===== config.mk =====
export PLATFORM = sky130hd
export DESIGN_NAME = conv_window_gen
export DESIGN_NICKNAME = d
export VERILOG_FILES = /design/src/rtl/conv_pkg.sv /design/src/rtl/conv_line_buffer.sv /design/src/rtl/conv_window_gen.sv
export SDC_FILE = /design/constraint.sdc
export NUM_CORES = 1
export LEC_CHECK = 0
export BUFFER_PORTS_ARGS = -buffer_cell sky130_fd_sc_hd__clkbuf_2
export CAP_MARGIN = 20
export CORE_ASPECT_RATIO = 0.9
export CORE_MARGIN = 1
export CORE_UTILIZATION = 50
export CTS_BUF_LIST = sky130_fd_sc_hd__clkbuf_8
export DETAILED_ROUTE_END_ITERATION = 10
export PLACE_DENSITY = 0.67
export REMOVE_ABC_BUFFERS = 1
export SYNTH_ARGS = -nofsm -noshare
export SYNTH_HDL_FRONTEND = slang
export SYNTH_SLANG_ARGS = --single-unit

===== constraint.sdc =====
create_clock -name clk -period 3.6 [get_ports clk]
set_input_delay 0.72 -clock clk [delete_from_list [all_inputs] [get_ports clk]]
set_output_delay 0.72 -clock clk [all_outputs]
set_load 0.05 [all_outputs]

===== src/rtl/conv_pkg.sv =====
// Shared defaults and FSM state type for the sliding-window generator.
package conv_pkg;
  localparam int IMG_W  = 27;
  localparam int IMG_H  = 27;
  localparam int K      = 3;
  localparam int DATA_W = 8;
  localparam int COL_W  = $clog2(IMG_W);
  localparam int ROW_W  = $clog2(IMG_H);

  typedef enum logic {
    FILL   = 1'b0,
    STREAM = 1'b1
  } win_state_t;
endpackage


===== src/rtl/conv_line_buffer.sv =====
// One image row of delay: the word read at the pointer is the one written DEPTH accepts ago.
module conv_line_buffer #(
  parameter int DATA_W = conv_pkg::DATA_W,
  parameter int DEPTH  = conv_pkg::IMG_W
) (
  input  logic              clk,
  input  logic              rst,
  input  logic              i_en,
  input  logic [DATA_W-1:0] i_din,
  output logic [DATA_W-1:0] o_dout
);
  localparam int PW = (DEPTH > 1) ? $clog2(DEPTH) : 1;
  localparam logic [PW-1:0] PTR_LAST = PW'(DEPTH - 1);

  logic [DATA_W-1:0] r_mem [DEPTH];
  logic [PW-1:0]     r_wptr;

  always_ff @(posedge clk or negedge rst) begin
    if (!rst) begin
      r_wptr <= '0;
    end else if (i_en) begin
      r_wptr <= (r_wptr == PTR_LAST) ? '0 : r_wptr + 1'b1;
    end
  end

  // Read-before-write at the same address gives the full-row delay.
  always_ff @(posedge clk) begin
    if (i_en) begin
      r_mem[r_wptr] <= i_din;
    end
  end

  assign o_dout = r_mem[r_wptr];
endmodule


===== src/rtl/conv_window_gen.sv =====
// Raster-order KxK sliding-window generator with FWFT input and valid/ready output.
module conv_window_gen
  import conv_pkg::*;
#(
  parameter int IMG_W  = conv_pkg::IMG_W,
  parameter int IMG_H  = conv_pkg::IMG_H,
  parameter int K      = conv_pkg::K,
  parameter int DATA_W = conv_pkg::DATA_W
) (
  input  logic                    clk,
  input  logic                    rst,
  input  logic [DATA_W-1:0]       in_feature,
  input  logic                    in_valid,
  output logic                    rd_en,
  output logic [K*K*DATA_W-1:0]   out_window,
  output logic                    out_valid,
  input  logic                    out_ready,
  output logic                    frame_done
);
  localparam int CW = $clog2(IMG_W);
  localparam int RW = $clog2(IMG_H);
  localparam logic [CW-1:0] COL_LAST  = CW'(IMG_W - 1);
  localparam logic [CW-1:0] COL_FIRST = CW'(K - 1);
  localparam logic [RW-1:0] ROW_LAST  = RW'(IMG_H - 1);
  localparam logic [RW-1:0] ROW_FILL  = RW'(K - 2);

  logic                  w_accept;
  logic                  w_emit;
  logic                  w_col_last;
  logic                  w_row_last;
  logic [DATA_W-1:0]     w_lb_dout [K-1];
  logic [DATA_W-1:0]     w_win_nxt [K][K];
  logic [K*K*DATA_W-1:0] w_win_flat;

  logic [DATA_W-1:0]     r_win [K][K];
  logic [CW-1:0]         r_col;
  logic [RW-1:0]         r_row;
  win_state_t            r_state;
  logic                  r_out_valid;
  logic                  r_frame_done;
  logic [K*K*DATA_W-1:0] r_out_window;

  assign rd_en      = in_valid && (!r_out_valid || out_ready);
  assign w_accept   = rd_en;
  assign w_col_last = (r_col == COL_LAST);
  assign w_row_last = (r_row == ROW_LAST);
  // STREAM already implies row >= K-1; the column test keeps windows inside one row.
  assign w_emit     = w_accept && (r_state == STREAM) && (r_col >= COL_FIRST);

  // Line buffer 0 holds the oldest row; K-2 is fed directly by the incoming pixel.
  for (genvar g = 0; g < K - 1; g++) begin : g_lb
    logic [DATA_W-1:0] w_din;
    if (g == K - 2) begin : g_newest
      assign w_din = in_feature;
    end else begin : g_cascade
      assign w_din = w_lb_dout[g+1];
    end
    conv_line_buffer #(
      .DATA_W (DATA_W),
      .DEPTH  (IMG_W)
    ) u_lb (
      .clk    (clk),
      .rst    (rst),
      .i_en   (w_accept),
      .i_din  (w_din),
      .o_dout (w_lb_dout[g])
    );
  end

  always_comb begin
    for (int i = 0; i < K; i++) begin
      for (int j = 0; j < K - 1; j++) begin
        w_win_nxt[i][j] = r_win[i][j+1];
      end
    end
    for (int i = 0; i < K - 1; i++) begin
      w_win_nxt[i][K-1] = w_lb_dout[i];
    end
    w_win_nxt[K-1][K-1] = in_feature;
  end

  always_comb begin
    w_win_flat = '0;
    for (int i = 0; i < K; i++) begin
      for (int j = 0; j < K; j++) begin
        w_win_flat[(i*K+j)*DATA_W +: DATA_W] = w_win_nxt[i][j];
      end
    end
  end

  always_ff @(posedge clk) begin
    if (w_accept) begin
      r_win <= w_win_nxt;
    end
  end

  always_ff @(posedge clk or negedge rst) begin
    if (!rst) begin
      r_col        <= '0;
      r_row        <= '0;
      r_state      <= FILL;
      r_out_valid  <= 1'b0;
      r_frame_done <= 1'b0;
      r_out_window <= '0;
    end else if (w_accept) begin
      r_col <= w_col_last ? '0 : r_col + 1'b1;
      if (w_col_last) begin
        r_row <= w_row_last ? '0 : r_row + 1'b1;
      end
      case (r_state)
        FILL:    if (w_col_last && (r_row == ROW_FILL)) r_state <= STREAM;
        STREAM:  if (w_col_last && w_row_last) r_state <= FILL;
        default: r_state <= FILL;
      endcase
      // An accept implies any pending window is being consumed this edge.
      r_out_valid  <= w_emit;
      r_frame_done <= w_emit && w_col_last && w_row_last;
      if (w_emit) begin
        r_out_window <= w_win_flat;
      end
    end else if (out_ready) begin
      r_out_valid  <= 1'b0;
      r_frame_done <= 1'b0;
    end
  end

  assign out_window = r_out_window;
  assign out_valid  = r_out_valid;
  assign frame_done = r_frame_done;
endmodule

==> metrics, run 1 <==
overall power 21300 uW; CP endpoint kind output port; Reg clk slew, reported paths 60 ps; Final TNS setup 0 ps; CTS H-tree depth 3; sequential-to-total area share from yosys stat 72.9%; final-report max-slew violation count 0; unrepaired setup endpoints after global routing no; CTS tree yes; Critical Path Fanout Max 15; Die Span Y 206 um; Vias per Instance 5.58; # clock sinks 575; required time of the critical path 2880 ps; CTS max path bufs 3; Root Buffer clkbuf_8; total CTS buffers 91; DRC 0; Synth Flop Type edfxtp_1; Antenna Nets Post-Route 0; fmax 333 MHz; Filler cells 3505; static leakage 0.00976 uW; Top-Level Pins 87; Initial Util 50.7%; number of register bits inferred by synthesis 575; n_diodes 0; max-cap violation count 0; Congestion Overflow GR 0; leading cell types in the layout, fill and taps excluded edfxtp_1 (480), mux2i_1 (209), clkbuf_8 (98); ys async rst share 16.5%; Worst Max-Slew Pin Slew 1010 ps; 1st-pass router iterations 5; initial DRC count 1125; first-pass GRT wire length 73300 um; Die X 228 um; crit start category flip-flop; DR vias 12300; DIE AREA 0.0469 sq mm; Total GRT Usage 20.8%; Netlist cell types 54; Hold WC Path Type in2async; area grow syn2layout 12.5%; largest net degree at the start of global routing 60; core outline area 0.0454 sq mm; Max-slew headroom 32.4%; WP data arrival 2280 ps; Final nets 1549; Final GP Congestion 0.809; Row Count 74; minimum clock period 3000 ps; leading cell type in the layout, fill and taps excluded edfxtp_1; # setup viols final 0; PD cells 823 mW/mm^2; layout cell share with drive strength beyond 1 22.5%; Final Hold Fails 0; worst vdd ir 658 uV; Post-synth EDFFs 480; critical path class reg2out; I/O Buffers 86; crit share post-route 83.4%; Syn Std Cell Area 0.0230 sq mm; wirelength, routed 48200 um; Post-DP HPWL 30300 um; initial antenna violation count 1; Synth Area per Inst 17.0 sq um; Post-CTS Setup Bufs 0; status completed; final setup skew 40.1 ps; Clk Latency, worst-skew pair 670 ps; yosys warns 0; hold buffers post-CTS 0; Mapped Cells 1357; number of global-route vias before repair 12100; PostCTS Resize Cnt 0; wire length per cell 21.8 um
-- cell type report --
class	instances	area [sq um]	area share (%)
Clock buffer	98	1350	5.21
Clock inverter	69	300	1.16
Inverter	10	38.8	0.150
Multi-Input combinational cell	693	5650	21.8
Sequential cell	575	16800	64.9
Tap cell	608	761	2.94
Timing Repair Buffer	153	1010	3.88
-- registers in the layout, indices dropped and copies added, names as in the netlist --
signal and flops:
r_col 5, out_window 72, g_lb.u_lb.r_mem 432, out_valid 1, r_row 5, r_win 48
r_state 1, g_lb.u_lb.r_wptr 10, frame_done 1
-- cells by family (layout without fill, tap and decap cells) --
family	count (synthesis)	count (layout)	synth area share [%]
buffers and inverters	89	330	2.52
flip-flops	575	575	72.9
AO/OA/AOI/OAI	153	153	4.38
adder cells (fa/ha/maj)	13	13	0.707
XOR/XNOR	4	4	0.152
AND/OR/NAND/NOR	240	240	5.43
multiplexers	283	283	13.9
-- cells in the mapped netlist, types with 6 or more instances --
| cell type | count | area share [%] |
|---|---|---|
| or4b_1 | 6 | 0.26 |
| buf_6 | 7 | 0.34 |
| o21ai_0 | 21 | 0.46 |
| a21oi_1 | 33 | 0.72 |
| nand3_1 | 26 | 0.57 |
| nor3_1 | 29 | 0.63 |
| mux2i_1 | 209 | 9.1 |
| a22oi_1 | 17 | 0.55 |
| o22ai_2 | 6 | 0.33 |
| nand2_1 | 48 | 0.78 |
| buf_2 | 36 | 0.78 |
| o22ai_1 | 48 | 1.3 |
| buf_1 | 7 | 0.11 |
| buf_12 | 7 | 0.61 |
| nor4_2 | 6 | 0.33 |
| inv_1 | 9 | 0.15 |
| nand4_1 | 11 | 0.30 |
| mux2_4 | 69 | 4.5 |
| ha_1 | 13 | 0.71 |
| a31oi_1 | 10 | 0.27 |
| clkbuf_1 | 11 | 0.18 |
| nand2b_1 | 8 | 0.22 |
| dfrtp_1 | 95 | 10 |
| nor2b_1 | 6 | 0.16 |
| nor2_1 | 71 | 1.2 |
| edfxtp_1 | 480 | 63 |
| buf_4 | 8 | 0.26 |
-- worst max-delay path: stages, from the launching register on --
cell	delay, ps
dfrtp_1	400
nand2b_1	260
nand2_4	120
clkinv_2	240
buf_4	250
clkbuf_2	330
-- path summary, 6_finish.rpt --
check	slack, ps	depth (start not counted)	startpoint	to
worst min register to register	440	0	r_win[51]	r_win[59]
min in group clk	310	2	out_ready	frame_done
worst max-delay path	600	5	out_valid	rd_en
worst min-delay path	150	1	rst	out_window[17]
max in group asynchronous	2650	2	rst	out_window[20]
worst max register to register	680	5	g_lb[1].u_lb.r_wptr[3]	g_lb[0].u_lb.r_mem[5][7]
-- power breakdown --
| part | switching [uW] | internal (uW) | total, uW |
|---|---|---|---|
| logic | 4380 | 2110 | 6490 |
| registers | 735 | 9130 | 9870 |
| clock network | 2460 | 2510 | 4970 |
-- metrics by stage --
stage / util [%] / worst slack (ps) / instances / hold slack, ps / cell area, sq um
floorplan: - / -1680 / 1278 / 424 / 22500
global placement: 53.4 / 580 / 2033 / 431 / 24200
detailed placement: 53.4 / 503 / 2034 / 434 / 24200
CTS: 57.0 / 557 / 2201 / 126 / 25900
global route: 57.1 / 483 / 2206 / 163 / 25900
finish: 57.1 / 596 / 2206 / 146 / 25900
-- per-layer routing --
layer	vias to the layer above	track usage [%]	wire length [um]
li1	5603	-	-
met3	64	4.68	3300
met1	6199	30.0	21900
met5	-	0	0
met2	441	31.6	22200
met4	0	6.35	770
(Power assumes the default switching activity.)
==> run 2, diff against run 1 <==
ABC_AREA = 1   (was default)
clock period = 2.95 ns   (was 3.6 ns; I/O delays follow)
==> run 2 against run 1 <==
  * Area after synthesis rose by 4.3%
  * Clock power rose by 33%
  * Critical path depth fell by 1
  * Die area rose by 4.3%
  * Clock-buffer cell count fell by 4
  * Wire length rose by 14%
  * Register-to-register slack got worse by 90 ps
  * Total power rose by 32%
  * Cell count rose by 44%
  * Sequential power rose by 20%
  * Sequential share of layout area fell by 3.2 points
  * First-iteration DRC count rose by 48%
  * Critical path type unchanged
  * Largest cell class unchanged
==> metrics, run 2 <==
dpl ws 552 ps (was 503 ps); wirelength, routed 55000 um (was 48200 um); Post-DP HPWL 34000 um (was 30300 um); Hold WC Path Type in2reg (was in2async); setup ws final 462 ps (was 596 ps); WP data arrival 1900 ps (was 2280 ps); final-report max-slew violation count 0 (unchanged); ys async rst share 16.5% (unchanged); initial antenna violation count 0 (was 1); Worst Max-Slew Pin Slew 881 ps (was 1010 ps); Die Span Y 210 um (was 206 um); Synth area leaders edfxtp_1 (60%), nand2_1 (14%), dfrtp_1 (9.9%), inv_1 (4.4%), nand3_1 (4.0%) (was edfxtp_1 (63%), dfrtp_1 (10%), mux2i_1 (9.1%), mux2_4 (4.5%), o22ai_1 (1.3%)); Synth area leader edfxtp_1 (unchanged); leading cell types in the layout, fill and taps excluded nand2_1 (884), edfxtp_1 (480), inv_1 (297) (was edfxtp_1 (480), mux2i_1 (209), clkbuf_8 (98)); I/O Buffers 86 (unchanged); worst stage delay on the critical path 410 ps (was 400 ps); Top-Level Pins 87 (unchanged); final hold slack 281 ps (was 146 ps); Max-slew headroom 41.3% (was 32.4%); Mapped Cells 2309 (was 1357); status completed (unchanged); leading cell type in the layout, fill and taps excluded nand2_1 (was edfxtp_1); Reg clk slew, reported paths 60 ps (about the same); Netlist cell types 30 (was 54); Post-synth EDFFs 480 (unchanged); PD cells 1030 mW/mm^2 (was 823 mW/mm^2); core outline area 0.0470 sq mm (was 0.0454 sq mm); Vias per Instance 5.11 (was 5.58); Final GP Congestion 0.919 (was 0.809); total CTS buffers 92 (was 91); Post-synth top cells nand2_1 (885), edfxtp_1 (480), inv_1 (284) (was edfxtp_1 (480), mux2i_1 (209), dfrtp_1 (95)); slowest cell on the critical path dfrtp_1 (unchanged); Syn Std Cell Area 0.0240 sq mm (was 0.0230 sq mm); max-cap violation count 0 (unchanged); DIE AREA 0.0489 sq mm (was 0.0469 sq mm); sequential-to-total area share from yosys stat 69.9% (was 72.9%); 1st-pass router iterations 5 (unchanged); Critical Path Fanout Max 11 (was 15); critical path class reg2out (unchanged); wire length per cell 17.3 um (was 21.8 um); Final nets 2506 (was 1549); Final TNS setup 0 ps (unchanged); Final Hold Fails 0 (unchanged); Post-CTS Setup Bufs 0 (unchanged); Initial Util 51.1% (was 50.7%); Synth Flop Type edfxtp_1 (unchanged); Reg2Reg Depth 8 (was 5); worst vdd ir 777 uV (was 658 uV); unrepaired setup endpoints after global routing no (unchanged); initial DRC count 1662 (was 1125); static leakage 0.0121 uW (was 0.00976 uW); Congestion Overflow GR 0 (unchanged); CTS tree yes (unchanged); crit share post-route 84.3%; Finished Layout Cells 3175 (was 2206); CP bufs+invs 2 (was 3); Most flops, register g_lb.u_lb.r_mem (unchanged); top-area cell type share of the netlist area 60.0% (was 62.6%); Antenna Nets Post-Route 0 (unchanged); required time of the critical path 2360 ps (was 2880 ps); Total GRT Usage 23.2% (was 20.8%); largest net degree at the start of global routing 76 (was 60); kind of cell adding the most delay to the critical path buffers and inverters (unchanged); CTS max path bufs 3 (unchanged); crit start category flip-flop (unchanged); number of global-route vias before repair 15700 (was 12100); stages on the worst setup path 4 (was 5); yosys warns 0 (unchanged); PostCTS Resize Cnt 0 (unchanged); minimum clock period 2490 ps; area grow syn2layout 13.4% (was 12.5%); worst path cell trace nand2_1 > nand2_2 > inv_2 > clkbuf_2 (was nand2b_1 > nand2_4 > clkinv_2 > buf_4 > clkbuf_2); Synth Area per Inst 10.4 sq um (was 17.0 sq um); layout cell share with drive strength beyond 1 12.3% (was 22.5%); number of flip-flops in the largest register 432 (unchanged); CTS H-tree depth 3 (unchanged); first-pass GRT wire length 86500 um (was 73300 um); # setup viols final 0 (unchanged); Row Count 75 (was 74); Die X 233 um (was 228 um); number of register bits inferred by synthesis 575 (unchanged); # clock sinks 575 (unchanged); Inst Count DP 3002 (was 2034); flop2flop setup slack 590 ps (was 680 ps); n_diodes 0 (unchanged); final setup skew 53.0 ps (was 40.1 ps); Reg-to-Reg Start g_lb[1].u_lb.r_wptr[1] (was g_lb[1].u_lb.r_wptr[3]); DR vias 16200 (was 12300); most frequent cell after synthesis nand2_1 (was edfxtp_1); CP endpoint kind output port (unchanged); terminus of the critical flop-to-flop path g_lb[0].u_lb.r_mem[14][5] (was g_lb[0].u_lb.r_mem[5][7]); Clk Latency, worst-skew pair 700 ps (was 670 ps); Critical Path End rd_en (unchanged); origin of the worst setup path out_valid (unchanged); DRC 0 (unchanged); Root Buffer clkbuf_8 (unchanged); fmax 402 MHz
[run 2: where the power goes]
part           switching [uW]  internal (uW)  total (uW)
logic                    7450           2270        9720
clock network            3170           3450        6620
registers                 642          11200       11800
[run 2: how the worst min path moves through the flow]
stage          startpoint        endpoint  slack (ps)  cells past startpoint
2_1_floorplan         rst      frame_done         290                      0
3_3_place_gp    r_win[12]  out_window[52]         420                      2
3_5_place_dp    r_win[63]   out_window[7]         420                      2
4_1_cts         out_ready      frame_done         250                      4
5_1_grt         out_ready      frame_done         290                      4
6_report        out_ready      frame_done         280                      4
[run 2: cells by family after synthesis]
logic type,Yosys count,share of synthesized area [%]
flip-flops,575,69.9
buffers and inverters,387,6.83
AO/OA/AOI/OAI,73,1.63
adder cells (fa/ha/maj),13,0.677
AND/OR/NAND/NOR,1258,20.9
XOR/XNOR,3,0.109
[run 2: layer usage]
metal	vias up	GRT usage (%)	wire length (um)
met5	-	0	0
met4	0	8.00	1300
met3	114	5.71	4800
met2	662	33.5	23900
met1	7681	34.1	25000
li1	7778	-	-
[run 2: stage by stage]
stage	util [%]	area (sq um)	power (uW)
global route	57.9	27200	29700
finish	57.9	27200	28200
floorplan	-	23500	17700
detailed placement	54.1	25400	21700
CTS	57.9	27200	28300
global placement	54.1	25400	21600
[run 2: final cells by class]
type                    count  area (sq um)
clock buffers              94          1290
clock inverters            78           485
fillers                  3883         19800
inverters                 294          1110
multi-input cells        1347          5590
flip-flops and latches    575         16800
well taps                 616           771
repair buffers            171          1190
[run 2: timing repair]
| item | 4_1_cts | 5_1_grt |
|---|---|---|
| endpoints found under the hold margin | 55 | 0 |
| hold buffers | 1 | 0 |
| setup endpoints to repair | 0 | 0 |
[run 2: worst min-delay path, cell delays in order]
cell      delay, ps
clkbuf_2         90
inv_1            60
nand3_1          80
o31ai_1          60
==> run 3, diff against run 2 <==
PLACE_DENSITY = 0.69   (was 0.67)
clock period = 2.1 ns   (was 2.95 ns; I/O delays follow)
==> run 3 against run 2 <==
  * Sequential share of layout area is 1.6 points lower
  * Clock power is 35% higher
  * Via count is 2.5% higher
  * Critical endpoint is now g_lb[0].u_lb.r_mem[24][7]
==> metrics, run 3 (synthesis gave the netlist of run 2 again) <==
Reg clk slew, reported paths 70 ps (was 60 ps); WP data arrival 2440 ps (was 1900 ps); CP endpoint kind flip-flop (was output port); CTS tree yes (unchanged); final hold slack 106 ps (was 281 ps); Hold WC Path Type in2reg (unchanged); Row Count 75 (unchanged); CTS H-tree depth 3 (unchanged); required time of the critical path 2490 ps (was 2360 ps); portion of total power attributed to sequential cells 40.5% (was 42.0%); worst vdd ir 903 uV (was 777 uV); # setup viols final 0 (unchanged); Most flops, register g_lb.u_lb.r_mem (unchanged); fmax 487 MHz; total CTS buffers 92 (unchanged); PD cells 1460 mW/mm^2 (was 1030 mW/mm^2); Final GP Congestion 0.866 (was 0.919); number of flip-flops in the largest register 432 (unchanged); Clk network pwr share 22.0% (was 23.5%); core outline area 0.0470 sq mm (unchanged); unrepaired setup endpoints after global routing yes (was no); DR vias 16600 (was 16200); initial DRC count 1866 (was 1662); crit start category flip-flop (unchanged); Worst Hold Launch out_ready (unchanged); largest net degree at the start of global routing 75 (was 76); area grow syn2layout 16.4% (was 13.4%); Vias per Instance 5.16 (was 5.11); DIE AREA 0.0489 sq mm (unchanged); number of global-route vias before repair 15800 (was 15700); worst stage delay on the critical path 510 ps (was 410 ps); DRC 0 (unchanged); Congestion Overflow GR 0 (unchanged); I/O Buffers 86 (unchanged); wirelength, routed 56900 um (was 55000 um); Post-DP HPWL 34200 um (was 34000 um); Worst Max-Slew Pin Slew 752 ps (was 881 ps); status completed (unchanged); Switch Pwr 16000 uW (was 11300 uW); minimum clock period 2050 ps; final setup skew 51.2 ps (was 53.0 ps); crit share post-route 97.7%; # clock sinks 575 (unchanged); Total GRT Usage 23.5% (was 23.2%); static leakage 0.0125 uW (was 0.0121 uW); final-report max-slew violation count 0 (unchanged); n_diodes 0 (unchanged); Antenna Nets Post-Route 0 (unchanged); layout cell share with drive strength beyond 1 14.3% (was 12.3%); Inst Count DP 3044 (was 3002); slowest cell on the critical path dfrtp_4 (was dfrtp_1); Final TNS setup 0 ps (unchanged); leading cell type in the layout, fill and taps excluded nand2_1 (unchanged); Reg-to-Reg Start g_lb[1].u_lb.r_wptr[0] (was g_lb[1].u_lb.r_wptr[1]); Comb pwr share 37.5% (was 34.5%); Die Span Y 210 um (unchanged); Top-Level Pins 87 (unchanged); origin of the worst setup path g_lb[1].u_lb.r_wptr[0] (was out_valid); Sw Share 39.3% (was 40.0%); Root Buffer clkbuf_8 (unchanged); Die X 233 um (unchanged); Most Frequent Cell on Critical Path nand3_1; CP bufs+invs 4 (was 2); Max-slew headroom 49.8% (was 41.3%); worst path cell trace clkinv_8 > buf_12 > buf_4 > o21ai_1 > nand3_1 > nand3_1 > nand3_1 > buf_12 (was nand2_1 > nand2_2 > inv_2 > clkbuf_2); leading cell types in the layout, fill and taps excluded nand2_1 (878), edfxtp_1 (480), inv_1 (319) (was nand2_1 (884), edfxtp_1 (480), inv_1 (297)); P_int 24700 uW (was 16900 uW); first-pass GRT wire length 88000 um (was 86500 um); Final nets 2559 (was 2506); Final Hold Fails 0 (unchanged); CTS max path bufs 3 (unchanged); 1st-pass router iterations 6 (was 5); Initial Util 51.1% (unchanged); initial antenna violation count 0 (unchanged); Finished Layout Cells 3226 (was 3175); wire length per cell 17.6 um (was 17.3 um); kind of cell adding the most delay to the critical path buffers and inverters (unchanged); critical path class reg2reg (was reg2out); Critical Path Fanout Max 30 (was 11); Clk Latency, worst-skew pair 690 ps (was 700 ps); max-cap violation count 0 (unchanged)
## run 3: cell types whose count changed in the layout (fill, tap and decap cells not counted), moves of 3 or more
cell / before / now
inv_1: 297 / 319
buf_4: 76 / 108
clkinv_2: 18 / 8
nand3_1: 192 / 186
clkbuf_8: 94 / 99
clkinv_1: 36 / 21
nand2_2: 2 / 7
bufinv_16: 5 / 2
clkbuf_16: 0 / 6
nand3_2: 1 / 5
nand2_1: 884 / 878
buf_12: 9 / 21
## run 3: power groups by stage
stage	combinational (uW)	sequential, uW	clock (uW)
2_1_floorplan	5830	19100	0
3_3_place_gp	14100	16700	0
3_5_place_dp	14300	16700	0
4_1_cts	14400	16500	9120
5_1_grt	16600	16700	9600
6_report	15300	16500	8970
## run 3: cell type report
type                            instances  area [sq um]
Clock buffer                           99          1360
Fill cell                            3825         19100
Sequential cell                       575         16800
Multi-Input combinational cell       1347          5680
Timing Repair Buffer                  224          1880
Tap cell                              616           771
Clock inverter                         71           357
Inverter                              294          1120
## run 3: worst reg2reg max path, cell delays in order, from the launching register on
cell      delay, ps
dfrtp_4         510
clkinv_8        100
buf_12          170
buf_4           180
o21ai_1         130
nand3_1         110
nand3_1         170
nand3_1         160
buf_12          200
## run 3: per-layer routing
layer / track usage (%) / part of all wire (%)
met3: 4.36 / 8.3
met1: 36.0 / 46
met5: 0 / 0
met4: 7.60 / 2.4
met2: 33.8 / 43
## run 3: stage by stage
step	util, %	total power [uW]	setup WS [ps]	area [sq um]
detailed placement	55.1	31000	-21.9	25900
global placement	55.1	30700	4.00	25900
floorplan	-	24900	-1930	23500
CTS	58.9	40000	3.06	27700
finish	59.5	40800	47.8	28000
global route	59.5	42900	-21.2	28000
## run 3: worst paths after layout
kind / endpoint / depth (start not counted) / slack [ps]
max: g_lb[0].u_lb.r_mem[24][7] / 8 / 50
min: frame_done / 4 / 110
max reg2reg: g_lb[0].u_lb.r_mem[24][7] / 8 / 50
min reg2reg: out_window[28] / 2 / 440
max in group asynchronous: out_window[51] / 3 / 1190
min in group asynchronous: out_window[69] / 2 / 270
## run 3: repair_timing
action / CTS / global route
resized for setup: 12 / 24
hold buffers: 1 / 0
buffers inserted: 1 / 4
gates cloned: 0 / 6
setup endpoints to repair: 33 / 296
endpoints found under the hold margin: 35 / 0
pin swaps: 1 / 3
